## src/rtl/iitb_risc_pkg.sv

```systemverilog
// Shared IITB-RISC definitions used by the LM/SM sequencer.
// Contents:
//   NREG, AW     - architectural register count and register address width
//   OP_LM, OP_SM - opcodes of the multi-register load/store instructions
//   lmsm_state_e - sequencer FSM state type
//   is_lmsm_op   - opcode decode helper
package iitb_risc_pkg;

  localparam int unsigned NREG = 8;
  localparam int unsigned AW   = 3;

  localparam logic [3:0] OP_LM = 4'b0110;
  localparam logic [3:0] OP_SM = 4'b0111;

  typedef enum logic [0:0] {
    StIdle,
    StXfer
  } lmsm_state_e;

  function automatic logic is_lmsm_op(logic [3:0] op);
    return (op == OP_LM) || (op == OP_SM);
  endfunction

endpackage

```

## src/rtl/lm_sm_sequencer_if.sv

```systemverilog
// Register-read-stage bundle between the pipeline and the LM/SM sequencer.
// Signals:
//   instruction, valid, advance, flush - pipeline to sequencer
//   busy, xfer_valid, pe_out, is_one_hot_or_zero, first, stall_fetch - sequencer to pipeline
// Modports:
//   master - the pipeline side (drives instruction/valid/advance/flush)
//   slave  - the sequencer side
interface lm_sm_sequencer_if #(
  parameter int unsigned AW = 3
);

  logic [15:0]   instruction;
  logic          valid;
  logic          advance;
  logic          flush;

  logic          busy;
  logic          xfer_valid;
  logic [AW-1:0] pe_out;
  logic          is_one_hot_or_zero;
  logic          first;
  logic          stall_fetch;

  modport master (
    output instruction,
    output valid,
    output advance,
    output flush,
    input  busy,
    input  xfer_valid,
    input  pe_out,
    input  is_one_hot_or_zero,
    input  first,
    input  stall_fetch
  );

  modport slave (
    input  instruction,
    input  valid,
    input  advance,
    input  flush,
    output busy,
    output xfer_valid,
    output pe_out,
    output is_one_hot_or_zero,
    output first,
    output stall_fetch
  );

endinterface

```

## src/rtl/lm_sm_sequencer_priority_encoder8.sv

```systemverilog
// Lowest-index-first priority encoder over an 8-bit register list.
// Ports:
//   mask               - register list to encode
//   pe_out             - index of the lowest set bit (0 when mask is empty)
//   mask_clr           - mask with its lowest set bit cleared
//   is_one_hot_or_zero - popcount(mask) <= 1
//   nonzero            - mask has at least one bit set
module priority_encoder8
  import iitb_risc_pkg::*;
(
  input  logic [NREG-1:0] mask,
  output logic [AW-1:0]   pe_out,
  output logic [NREG-1:0] mask_clr,
  output logic            is_one_hot_or_zero,
  output logic            nonzero
);

  // Scan from the top so the lowest set index is the last one written.
  always_comb begin
    pe_out = '0;
    for (int i = NREG - 1; i >= 0; i--) begin
      if (mask[i]) begin
        pe_out = AW'(i);
      end
    end
  end

  // x & (x - 1) drops the lowest set bit; an empty result means at most one bit was set.
  assign mask_clr           = mask & (mask - NREG'(1));
  assign is_one_hot_or_zero = (mask_clr == '0);
  assign nonzero            = |mask;

endmodule

```

## src/rtl/lm_sm_sequencer.sv

```systemverilog
// LM/SM multi-register transfer sequencer for the register-read stage.
// Walks the 8-bit register list of an LM/SM one register per advancing cycle, R0 first,
// and stalls fetch/decode until the last transfer issues.
// Ports:
//   clk   - rising-edge clock
//   rst_n - synchronous active-low reset
//   bus   - slave side of lm_sm_sequencer_if (instruction/valid/advance/flush in,
//           busy/xfer_valid/pe_out/is_one_hot_or_zero/first/stall_fetch out)
module lm_sm_sequencer #(
  parameter int unsigned NREG = iitb_risc_pkg::NREG,
  parameter int unsigned AW   = iitb_risc_pkg::AW
) (
  input  logic              clk,
  input  logic              rst_n,
  lm_sm_sequencer_if.slave  bus
);

  import iitb_risc_pkg::*;

  lmsm_state_e     state_q, state_d;
  logic [NREG-1:0] mask_q, mask_d;

  logic            is_lmsm;
  logic [NREG-1:0] mask_cur;
  logic [AW-1:0]   pe_idx;
  logic [NREG-1:0] pe_clr;
  logic            pe_ohz;
  logic            pe_nonzero;

  // Register-number and immediate bits between the opcode and the list are not needed here.
  logic unused_instr_bits;
  assign unused_instr_bits = ^bus.instruction[11:NREG];

  assign is_lmsm = bus.valid && is_lmsm_op(bus.instruction[15:12]);

  // The list is read from the instruction only in IDLE; afterwards the remaining bits live
  // in mask_q, so the held instruction register is never re-decoded mid-sequence.
  always_comb begin
    mask_cur = '0;
    if (is_lmsm) begin
      mask_cur = (state_q == StIdle) ? bus.instruction[NREG-1:0] : mask_q;
    end
  end

  priority_encoder8 u_pe (
    .mask               (mask_cur),
    .pe_out             (pe_idx),
    .mask_clr           (pe_clr),
    .is_one_hot_or_zero (pe_ohz),
    .nonzero            (pe_nonzero)
  );

  always_comb begin
    state_d = state_q;
    mask_d  = mask_q;
    if (bus.flush) begin
      state_d = StIdle;
      mask_d  = '0;
    end else begin
      unique case (state_q)
        StIdle: begin
          // One-hot and empty lists finish in their only cycle and never enter XFER.
          if (is_lmsm && bus.advance && !pe_ohz) begin
            mask_d  = pe_clr;
            state_d = StXfer;
          end
        end
        StXfer: begin
          if (bus.advance) begin
            if (pe_ohz) begin
              mask_d  = '0;
              state_d = StIdle;
            end else begin
              mask_d = pe_clr;
            end
          end
        end
      endcase
    end
  end

  always_ff @(posedge clk) begin
    if (!rst_n) begin
      state_q <= StIdle;
      mask_q  <= '0;
    end else begin
      state_q <= state_d;
      mask_q  <= mask_d;
    end
  end

  always_comb begin
    bus.busy               = (state_q == StXfer);
    bus.first              = (state_q == StIdle);
    bus.pe_out             = pe_idx;
    bus.is_one_hot_or_zero = is_lmsm ? pe_ohz : 1'b1;
    bus.xfer_valid         = is_lmsm && pe_nonzero;
    bus.stall_fetch        = is_lmsm && !pe_ohz;
  end

endmodule

```

## src/flat_wrapper.sv

```systemverilog
// flat-port wrapper written by rule: the top's interface ports become plain ports
module lm_sm_sequencer_flat import iitb_risc_pkg::*;
#(
  parameter int unsigned NREG = iitb_risc_pkg::NREG,
  parameter int unsigned AW   = iitb_risc_pkg::AW
)
  (clk, rst_n, bus_instruction, bus_valid, bus_advance, bus_flush, bus_busy, bus_xfer_valid, bus_pe_out, bus_is_one_hot_or_zero, bus_first, bus_stall_fetch);
  lm_sm_sequencer_if #(.AW(AW)) bus_i ();
  input  logic clk;
  input  logic rst_n;
  input wire logic [$bits(bus_i.instruction)-1:0] bus_instruction;
  input wire logic [$bits(bus_i.valid)-1:0] bus_valid;
  input wire logic [$bits(bus_i.advance)-1:0] bus_advance;
  input wire logic [$bits(bus_i.flush)-1:0] bus_flush;
  output wire logic [$bits(bus_i.busy)-1:0] bus_busy;
  output wire logic [$bits(bus_i.xfer_valid)-1:0] bus_xfer_valid;
  output wire logic [$bits(bus_i.pe_out)-1:0] bus_pe_out;
  output wire logic [$bits(bus_i.is_one_hot_or_zero)-1:0] bus_is_one_hot_or_zero;
  output wire logic [$bits(bus_i.first)-1:0] bus_first;
  output wire logic [$bits(bus_i.stall_fetch)-1:0] bus_stall_fetch;
  assign bus_i.instruction = bus_instruction;
  assign bus_i.valid = bus_valid;
  assign bus_i.advance = bus_advance;
  assign bus_i.flush = bus_flush;
  assign bus_busy = bus_i.busy;
  assign bus_xfer_valid = bus_i.xfer_valid;
  assign bus_pe_out = bus_i.pe_out;
  assign bus_is_one_hot_or_zero = bus_i.is_one_hot_or_zero;
  assign bus_first = bus_i.first;
  assign bus_stall_fetch = bus_i.stall_fetch;
  lm_sm_sequencer #(.NREG(NREG), .AW(AW)) u_core (.clk(clk), .rst_n(rst_n), .bus(bus_i));
endmodule
```

## config.mk

```make
export PLATFORM = sky130hd
export DESIGN_NAME = lm_sm_sequencer_flat
export DESIGN_NICKNAME = d
export VERILOG_FILES = /design/src/rtl/iitb_risc_pkg.sv /design/src/rtl/lm_sm_sequencer_if.sv /design/src/rtl/lm_sm_sequencer_priority_encoder8.sv /design/src/rtl/lm_sm_sequencer.sv /design/src/flat_wrapper.sv
export SDC_FILE = /design/constraint.sdc
export NUM_CORES = 1
export LEC_CHECK = 0
export CORE_MARGIN = 8
export CORE_UTILIZATION = 46
export DETAILED_ROUTE_END_ITERATION = 8
export PLACE_DENSITY = 0.89
export SETUP_SLACK_MARGIN = 0.1
export SLEW_MARGIN = 15
export SYNTH_ARGS = -nofsm -noshare
export SYNTH_HDL_FRONTEND = slang
export SYNTH_SLANG_ARGS = --single-unit
```

## constraint.sdc

```tcl
create_clock -name clk -period 6.15 [get_ports clk]
set_clock_uncertainty 0.2 [all_clocks]
set_input_delay 0.615 -clock clk [delete_from_list [all_inputs] [get_ports clk]]
set_output_delay 0.615 -clock clk [all_outputs]
set_load 0.1 [all_outputs]
```

After elaboration in Yosys (flattened, before gate mapping)
Index checks and enable logic that the tools add are counted.
- bits in registers: 9
- output and inout port bits: 8
- word-level logic and storage cells: 40
- add/subtract/negate cells: 1
- eq/ne operators: 4
- mux-type cells: 19
- bitwise logic cells: 3
- reductions and logical operators: 11
- operator list (kind ; count):
    8-bit 2-to-1 mux ; 5
    3-bit 2-to-1 mux ; 8
    8-bit one-hot mux with 2 select lines ; 1
    8-bit bitwise AND ; 1
    4-bit by 3-bit equality test with 1-bit output (second input constant) ; 2
    8-bit zero test ; 1
    8-bit OR reduction ; 1
    8-bit by 1-bit subtractor with 8-bit output (second input constant) ; 1
    1-bit logical AND ; 5
    1-bit 2-to-1 mux ; 4
    2-bit by 1-bit != test with 1-bit output (second input constant) ; 1
    2-bit != test (second input constant) ; 1
    1-bit NOT ; 2
    1-bit one-hot mux with 2 select lines ; 1
    2-bit AND reduction ; 1
    2-bit OR reduction ; 1
    1-bit zero test ; 1
    1-bit logical OR ; 1

Depth between registers and ports, before layout
Gate-level depths: netlist of the first run.
- word-level depth: 12
- depth in mapped cells: 8
- mapped depth without buffers: 6

Modules after synthesis
Synthesis of the first run repeated with hierarchy kept, for this count alone.
- cells, all modules: 100
- area, all modules: 780.7 µm²
- by module, submodules not included (module ; instances ; cells an instance ; area an instance (µm²) ; sequential area each (µm²)):
    lm_sm_sequencer ; 1 ; 67 ; 560.5 ; 180.2
    priority_encoder8 ; 1 ; 33 ; 220.2 ; 0.0

Worst setup path after synthesis of the first run
No wires, ideal clock.
- kind: register to output
- start: register u_core.state_q (netlist: u_core.bus.busy)
- end: output bus_pe_out[0]
- arrival time: 4.321 ns
- slack: 1.014 ns
- stages on the path, launching flop included: 8
- path buffers: 2
- cell sequence: dfxtp_1 > buf_6 > buf_2 > mux2i_1 > o21ai_1 > a21boi_1 > o21bai_1 > a221oi_1
- word-level cells in the longest chain between the ends: 10
- ends and longest elaborated chain (what ; line ; text):
    from (decl) ; lm_sm_sequencer.sv:20 ; lmsm_state_e state_q, state_d;
    from (signal assigned) ; lm_sm_sequencer.sv:84 ; state_q <= StIdle;
    from (signal assigned) ; lm_sm_sequencer.sv:87 ; state_q <= state_d;
    8-bit 2-to-1 mux * ; lm_sm_sequencer.sv:41 ; mask_cur = (state_q == StIdle) ? bus.instruction[NREG-1:0] : mask_q;
    8-bit 2-to-1 mux * ; lm_sm_sequencer.sv:40 ; if (is_lmsm) begin
    3-bit 2-to-1 mux (7 in a row) ; lm_sm_sequencer_priority_encoder8.sv:22 ; if (mask[i]) begin
    3-bit 2-to-1 mux * ; lm_sm_sequencer_priority_encoder8.sv:22 ;
    to (decl) ; flat_wrapper.sv:17 ; output wire logic [$bits(bus_i.pe_out)-1:0] bus_pe_out;
Mark *: on every way between the ends. The rest lies on a longest branch, timed or not.

Worst setup path after layout of the first run
- start: input bus_instruction[1]
- end: output bus_is_one_hot_or_zero
- word-level cells in the longest chain between the ends: 6
- ends and longest elaborated chain (what ; line ; text):
    from (decl) ; flat_wrapper.sv:11 ; input wire logic [$bits(bus_i.instruction)-1:0] bus_instruction;
    8-bit 2-to-1 mux * ; lm_sm_sequencer.sv:41 ;
    8-bit 2-to-1 mux * ; lm_sm_sequencer.sv:40 ;
    8-bit by 1-bit subtractor with 8-bit output ; lm_sm_sequencer_priority_encoder8.sv:29 ; assign mask_clr = mask & (mask - NREG'(1));
    8-bit bitwise AND * ; lm_sm_sequencer_priority_encoder8.sv:29 ;
    8-bit zero test * ; lm_sm_sequencer_priority_encoder8.sv:30 ; assign is_one_hot_or_zero = (mask_clr == '0);
    1-bit 2-to-1 mux * ; lm_sm_sequencer.sv:96 ; bus.is_one_hot_or_zero = is_lmsm ? pe_ohz : 1'b1;
    to (decl) ; flat_wrapper.sv:18 ; output wire logic [$bits(bus_i.is_one_hot_or_zero)-1:0] bus_is_one_hot_or_zero;
Marked as above.

==> key figures, run 1 <==
Pwr
  • Power Total: 134 uW
  • Pwr dens: 135 nW/um^2
  • Leakage power: 0.360 nW
  • Peak VDD IR: between 100 and 150 uV

Drt
  • # DRC: 0
  • First-pass DRT Iterations: 4
  • Final WL: ~2000 um
  • Antenna Nets Post-Route: 0
  • Initial DRC count: 28
  • WL/cell: approximately 16 um
  • Routed vias/inst: slightly above 6
  • Detailed-route via count: 784

STA
  • Relative slew slack: 35.2%
  • Setup tns final: 0 ns
  • Final setup violation count: 0
  • Fmax achieved: 0.233 GHz
  • Fin crit period: between 4 and 5 ns
  • Unrepaired setup endpoints after global routing: no
  • Tcrit/Tclk final: 69.9%
  • Slew Limit Fails: 0
  • Slew @ Worst Pin: 0.969 ns
  • Final Hold Fails: 0

Setup path
  • Maximum fanout along the worst path: 5
  • CP peak stage delay: 1.15 ns
  • Req. time, crit path: 5.33 ns
  • WS Path Type: in2out
  • CP Buf/Inv Count: 2
  • Setup crit start kind: input pin
  • CP Cell Sequence: clkdlybuf4s50_1, or4_4, o21a_1, o2111ai_1, o31a_1, clkdlybuf4s50_1
  • CP endpoint kind: output port
  • CP arrival: between 3 and 4 ns
  • Most used cell along the critical path: clkdlybuf4s50_1
  • CP delay by family, top: buffers and inverters
  • WP depth: 6
  • Path depth of the worst reg2reg path: 6
  • Critical-path top delay cell: clkdlybuf4s50_1

Die
  • Die area: 3160 um^2
  • CORE AREA: 1510 um^2
  • Rows: 14
  • Starting Density: slightly below 50%
  • DIE HEIGHT: 56.2 um
  • I/O pin cnt: 29
  • Die W: 56.2 um

Clock tree
  • CTS tree: done
  • # resized after CTS: 0
  • Hold buffer count at cts: 0
  • Clock Path Buffers: 2
  • Post-CTS Setup Inserts: 0
  • Clock buffer count from CTS: 3
  • Clk pin slew, worst setup/hold paths: 0.06 ns
  • H-tree lvl count: 1
  • Clock root cell: clkbuf_4
  • Clock insertion delay at the later pin of the skew report: ~0.26 ns
  • Clock sink total: 8

Global routing
  • GR Util All Layers: 12.6%
  • Largest net degree at the start of global routing: 19
  • Vias in the first global route: 764
  • GRT overflow: 0
  • Antenna violations before repair: 0
  • First-pass GRT wire length: 3370 um

Yosys
  • Avg Inst Size Synth: 8.36 um^2
  • Post-synthesis cell type count: 40
  • Seq/Total Area, Yosys: 21.5%
  • Syn nets: 110
  • Leading post-synthesis cells by cell area: dfxtp_1 22%, mux2i_1 15%, nand2_1 7.1%, o311ai_4 3.5%, nor3_1 3.4%
  • Dominant cell type by area after synthesis: dfxtp_1
  • Mapped Cells: approximately 90
  • Yosys reg bits: 8
  • Ys Warns: 0
  • Top-area cell type share of the netlist area: 21.5%
  • Post-Syn Area: between 700 and 800 um^2

Run
  • Max-cap viol count: 0

Finish
  • Area delta synth->final: 33.4%
  • Most common cell after layout, fill and taps aside: clkdlybuf4s50_1
  • Most frequent cells in the layout: 23 x clkdlybuf4s50_1, 14 x nand2_1, 11 x mux2i_1
  • Fin cells: 127
  • Final instance area: around 990 um^2
  • # fillers: approximately 140
  • Antenna Cells: 0
  • Nets: 134
  • Share of cells above drive strength 1: 9.01%
  • Core Util, Final: 65.9%

Place
  • Post-DP HPWL: about 1600 um
  • Placed Cells incl. Taps: 124
  • GPL Wtd Cong: between 0.8 and 0.9
  • PortBufs: 23
  • Placed cell area: between 900 and 1000 um^2

Min path
  • Type of the tightest min-delay check: reg2reg
  • Hold path cells: 2

Run status
  • Status: complete, no violations
-- flip-flops by register name (all words and copies together) (netlist names) --
signal           count
u_core.bus.busy      1
u_core.mask_q        7
-- power by group --
group / internal, mW / switching [mW]
registers: 0.0519 / 0.000183
clock network: 0.0223 / 0.0181
logic: 0.0174 / 0.0245
total: 0.0917 / 0.0428
-- cell families (layout without fill, tap and decap cells) --
family          after synthesis  count (layout)  share of synthesized area (%)
compound gates               23              23                           26.1
simple gates                 40              40                           31.9
buf+inv                       6              28                           4.20
flops                         8               8                           21.5
mux                          12              12                           16.3
-- synthesized netlist by cell type --
library cell and n:
a2111o_1 2, a211oi_1 2, a21boi_1 1, a21oi_1 4, a21oi_4 1, a221oi_1 1, a31o_1 1, a31oi_1 1
and4b_1 1, buf_1 1, buf_2 1, buf_6 1, clkbuf_1 1, dfxtp_1 8, inv_1 2, mux2_1 1
mux2i_1 11, nand2_1 14, nand2_4 1, nand2b_1 2, nand3b_1 1, nand4_1 1, nand4b_1 1, nor2_1 4
nor2b_1 3, nor3_1 5, nor3_4 1, o2111ai_1 1, o211ai_1 1, o21a_1 2, o21ai_0 1, o21ai_1 2
o21bai_1 1, o311ai_4 1, o31a_1 1, or2_2 1, or3_4 1, or4_1 2, or4_4 1, or4b_1 1
-- metal layers --
layer  up-vias  track usage, %  wire length [um]
met5         -               0                 0
met4         0            3.78                20
met3         4            5.48               122
met2        31            20.9               980
met1       366            14.1               897
li1        383               -                 -
-- metrics by stage --
stage / worst slack [ns] / hold WS (ns)
4_1_cts: 1.85 / 0.285
2_1_floorplan: 1.01 / 0.246
6_report: 1.85 / 0.278
5_1_grt: 1.71 / 0.311
3_3_place_gp: 1.88 / 0.265
3_5_place_dp: 1.86 / 0.272
-- worst min-delay path, stage by stage (launching register included) --
cell and delay (ns):
dfxtp_1 0.32, nand2_1 0.05, mux2i_1 0.06
-- final timing paths --
| path | from | to | slack [ns] |
|---|---|---|---|
| worst max-delay path | bus_instruction[1] | bus_is_one_hot_or_zero | 1.85 |
| worst min-delay path | u_core.mask_q[7]$_SDFFE_PP0P_ | u_core.mask_q[7]$_SDFFE_PP0P_ | 0.28 |
| worst max register to register | u_core.bus.busy$_SDFF_PP0_ | u_core.mask_q[4]$_SDFFE_PP0P_ | 3.54 |
| worst min register to register | u_core.mask_q[7]$_SDFFE_PP0P_ | u_core.mask_q[7]$_SDFFE_PP0P_ | 0.28 |
-- cell type report --
type	count	area (um^2)	area share, %
multi-input cells	75	553	55.7
inverters	2	7.51	0.756
repair buffers	23	230	23.2
flip-flops and latches	8	160	16.1
well taps	16	20.0	2.02
clock buffers	3	22.5	2.27
No activity file was read; power rests on OpenSTA's default activity.
==> inputs of run 2 (changes only) <==
--- a/config.mk
+++ b/config.mk
@@ -6,9 +6,9 @@
 export NUM_CORES = 1
 export LEC_CHECK = 0
 export CORE_MARGIN = 8
-export CORE_UTILIZATION = 46
+export CORE_UTILIZATION = 42
 export DETAILED_ROUTE_END_ITERATION = 8
-export PLACE_DENSITY = 0.89
+export PLACE_DENSITY = 0.82
 export SETUP_SLACK_MARGIN = 0.1
 export SLEW_MARGIN = 15
 export SYNTH_ARGS = -nofsm -noshare
==> constraint.sdc (replaced) <==
create_clock -name clk -period 4.15 [get_ports clk]
set_clock_uncertainty 0.2 [all_clocks]
set_input_delay 0.415 -clock clk [delete_from_list [all_inputs] [get_ports clk]]
set_output_delay 0.415 -clock clk [all_outputs]
set_load 0.1 [all_outputs]
==> run 2 against run 1 <==
Critical path depth decreased by 1. Via count shrank 0.13%. Register-to-register slack worse by 2.0 ns. Sequential share of layout area increased by 0.10 points. Global-route usage is 0.16 points lower. Flip-flop and latch count unchanged. Utilization fell by 7.5 points. Worst setup slack got worse by 0.89 ns. Critical path type is now reg2out. Critical endpoint unchanged. Largest cell class unchanged. Highest routed layer unchanged.
==> key figures, run 2 (synthesis results as in run 1) <==
Drt
  • Initial DRC count: 19 (was 28)
  • Antenna Nets Post-Route: 0 (unchanged)
  • First-pass DRT Iterations: 4 (unchanged)
  • Final WL: 2010 um (was 2020 um)
  • WL/cell: 15.7 um (was 15.9 um)
  • # DRC: 0 (unchanged)
  • Detailed-route via count: 783 (was 784)
  • Routed vias/inst: 6.12 (was 6.17)

Setup path
  • Reg2Reg Setup Slack: 1.52 ns (was 3.54 ns)
  • Maximum fanout along the worst path: 18 (was 5)
  • Req. time, crit path: 3.53 ns (was 5.33 ns)
  • CP arrival: 2.57 ns (was 3.48 ns)
  • WS Path Type: reg2out (was in2out)
  • CP endpoint kind: output port (unchanged)
  • Setup crit start kind: flop (was input pin)

Pwr
  • Power Total: 202 uW (was 134 uW)
  • Peak VDD IR: 106 uV (was 119 uV)
  • Leakage power: 0.372 nW (was 0.360 nW)
  • Pwr dens: 205 nW/um^2 (was 135 nW/um^2)

STA
  • Relative slew slack: 35.3% (was 35.2%)
  • Final setup violation count: 0 (unchanged)
  • Fmax achieved: 0.314 GHz
  • Slew @ Worst Pin: 0.968 ns (was 0.969 ns)
  • Fin crit period: around 3.2 ns
  • Setup tns final: 0 ns (unchanged)
  • Setup ws final: 0.965 ns (was 1.85 ns)
  • Unrepaired setup endpoints after global routing: no (unchanged)
  • Tcrit/Tclk final: 76.7%
  • Final Hold Fails: 0 (unchanged)
  • Slew Limit Fails: 0 (unchanged)

Finish
  • Most frequent cells in the layout: 17 x clkdlybuf4s50_1, 14 x nand2_1, 11 x mux2i_1 (was 23 x clkdlybuf4s50_1, 14 x nand2_1, 11 x mux2i_1)
  • Antenna Cells: 0 (unchanged)
  • Most common cell after layout, fill and taps aside: clkdlybuf4s50_1 (unchanged)
  • Nets: 134 (unchanged)
  • Area delta synth->final: 32.6% (was 33.4%)
  • Share of cells above drive strength 1: 16.2% (was 9.01%)
  • Number of flip-flops in the largest register: 7 (unchanged)
  • Register area: 160 um^2 (unchanged)
  • Most flops, register: u_core.mask_q (unchanged)
  • Area of the multi-input gates: 561 um^2 (was 553 um^2)
  • # fillers: 166 (was 136)

Clock tree
  • Clock insertion delay at the later pin of the skew report: 0.26 ns (about the same)
  • H-tree lvl count: 1 (unchanged)
  • Clk pin slew, worst setup/hold paths: 0.06 ns (about the same)
  • Clock Path Buffers: 2 (unchanged)
  • CTS tree: done (unchanged)
  • Hold buffer count at cts: 0 (unchanged)
  • Clock sink total: 8 (unchanged)
  • Clock buffer count from CTS: 3 (unchanged)
  • Clock root cell: clkbuf_4 (unchanged)
  • # resized after CTS: 0 (unchanged)
  • Post-CTS Setup Inserts: 0 (unchanged)

Die
  • CORE AREA: 1690 um^2 (was 1510 um^2)
  • Die W: 58.1 um (was 56.2 um)
  • Starting Density: 44.1% (was 49.4%)
  • DIE HEIGHT: 58.1 um (was 56.2 um)
  • Rows: 15 (was 14)
  • Die area: 3380 um^2 (was 3160 um^2)
  • I/O pin cnt: 29 (unchanged)

Global routing
  • First-pass GRT wire length: 3320 um (was 3370 um)
  • Antenna violations before repair: 0 (unchanged)
  • GR Util All Layers: 12.5% (was 12.6%)
  • GRT overflow: 0 (unchanged)
  • Vias in the first global route: 750 (was 764)
  • Largest net degree at the start of global routing: 19 (unchanged)

Run status
  • Status: complete, no violations (unchanged)

Place
  • Post-DP HPWL: 1600 um (was 1610 um)
  • Pre-CTS WS: 1.15 ns (was 1.86 ns)
  • GPL Wtd Cong: 0.857 (was 0.879)
  • PortBufs: 23 (unchanged)

Run
  • Max-cap viol count: 0 (unchanged)

Min path
  • Type of the tightest min-delay check: reg2reg (unchanged)
## run 2: cell count changes in the layout (fill, tap and decap cells not counted)
cell and delta:
buf_4 +6, clkdlybuf4s50_1 -6, a221oi_1 -1, a221oi_2 +1, o31a_1 -1, o31a_2 +1
## run 2: cell type report
cell class	count	area share [%]
Sequential cell	8	16.2
Inverter	2	0.760
Clock buffer	3	2.28
Tap cell	17	2.15
Multi-Input combinational cell	75	56.8
Timing Repair Buffer	23	21.8
## run 2: routing by layer
layer	vias to the layer above	wire length, um	global-route usage, %
met5	-	0	0
met4	0	67	8.04
li1	384	-	-
met1	365	898	14.8
met2	28	947	19.1
met3	6	98	3.53
## run 2: path summary, 6_finish.rpt
check	from	end	cells past startpoint
setup / recovery	u_core.bus.busy$_SDFF_PP0_	bus_is_one_hot_or_zero	5
hold / removal	u_core.mask_q[3]$_SDFFE_PP0P_	u_core.mask_q[3]$_SDFFE_PP0P_	2
setup reg to reg	u_core.bus.busy$_SDFF_PP0_	u_core.mask_q[7]$_SDFFE_PP0P_	6
hold reg to reg	u_core.mask_q[3]$_SDFFE_PP0P_	u_core.mask_q[3]$_SDFFE_PP0P_	2
## run 2: power by group
group	total, mW	switching, mW	internal [mW]
clock	0.0635	0.0302	0.0334
sequential	0.0771	0.000288	0.0769
combinational	0.0613	0.0359	0.0253
total	0.202	0.0664	0.136
## run 2: through the flow
stage	cells	area (um^2)	hold WS [ns]	util [%]
finish	128	987	0.279	58.4
CTS	128	987	0.281	58.4
floorplan	89	752	0.246	-
global route	128	987	0.302	58.4
global placement	125	965	0.263	57.1
detailed placement	125	965	0.273	57.1
## run 2: worst max-delay path: stages (launching register included)
cell and delay [ns]:
dfxtp_1 0.78, mux2i_1 0.50, a211oi_1 0.13, o2111ai_1 0.35, o31a_2 0.24, buf_4 0.29
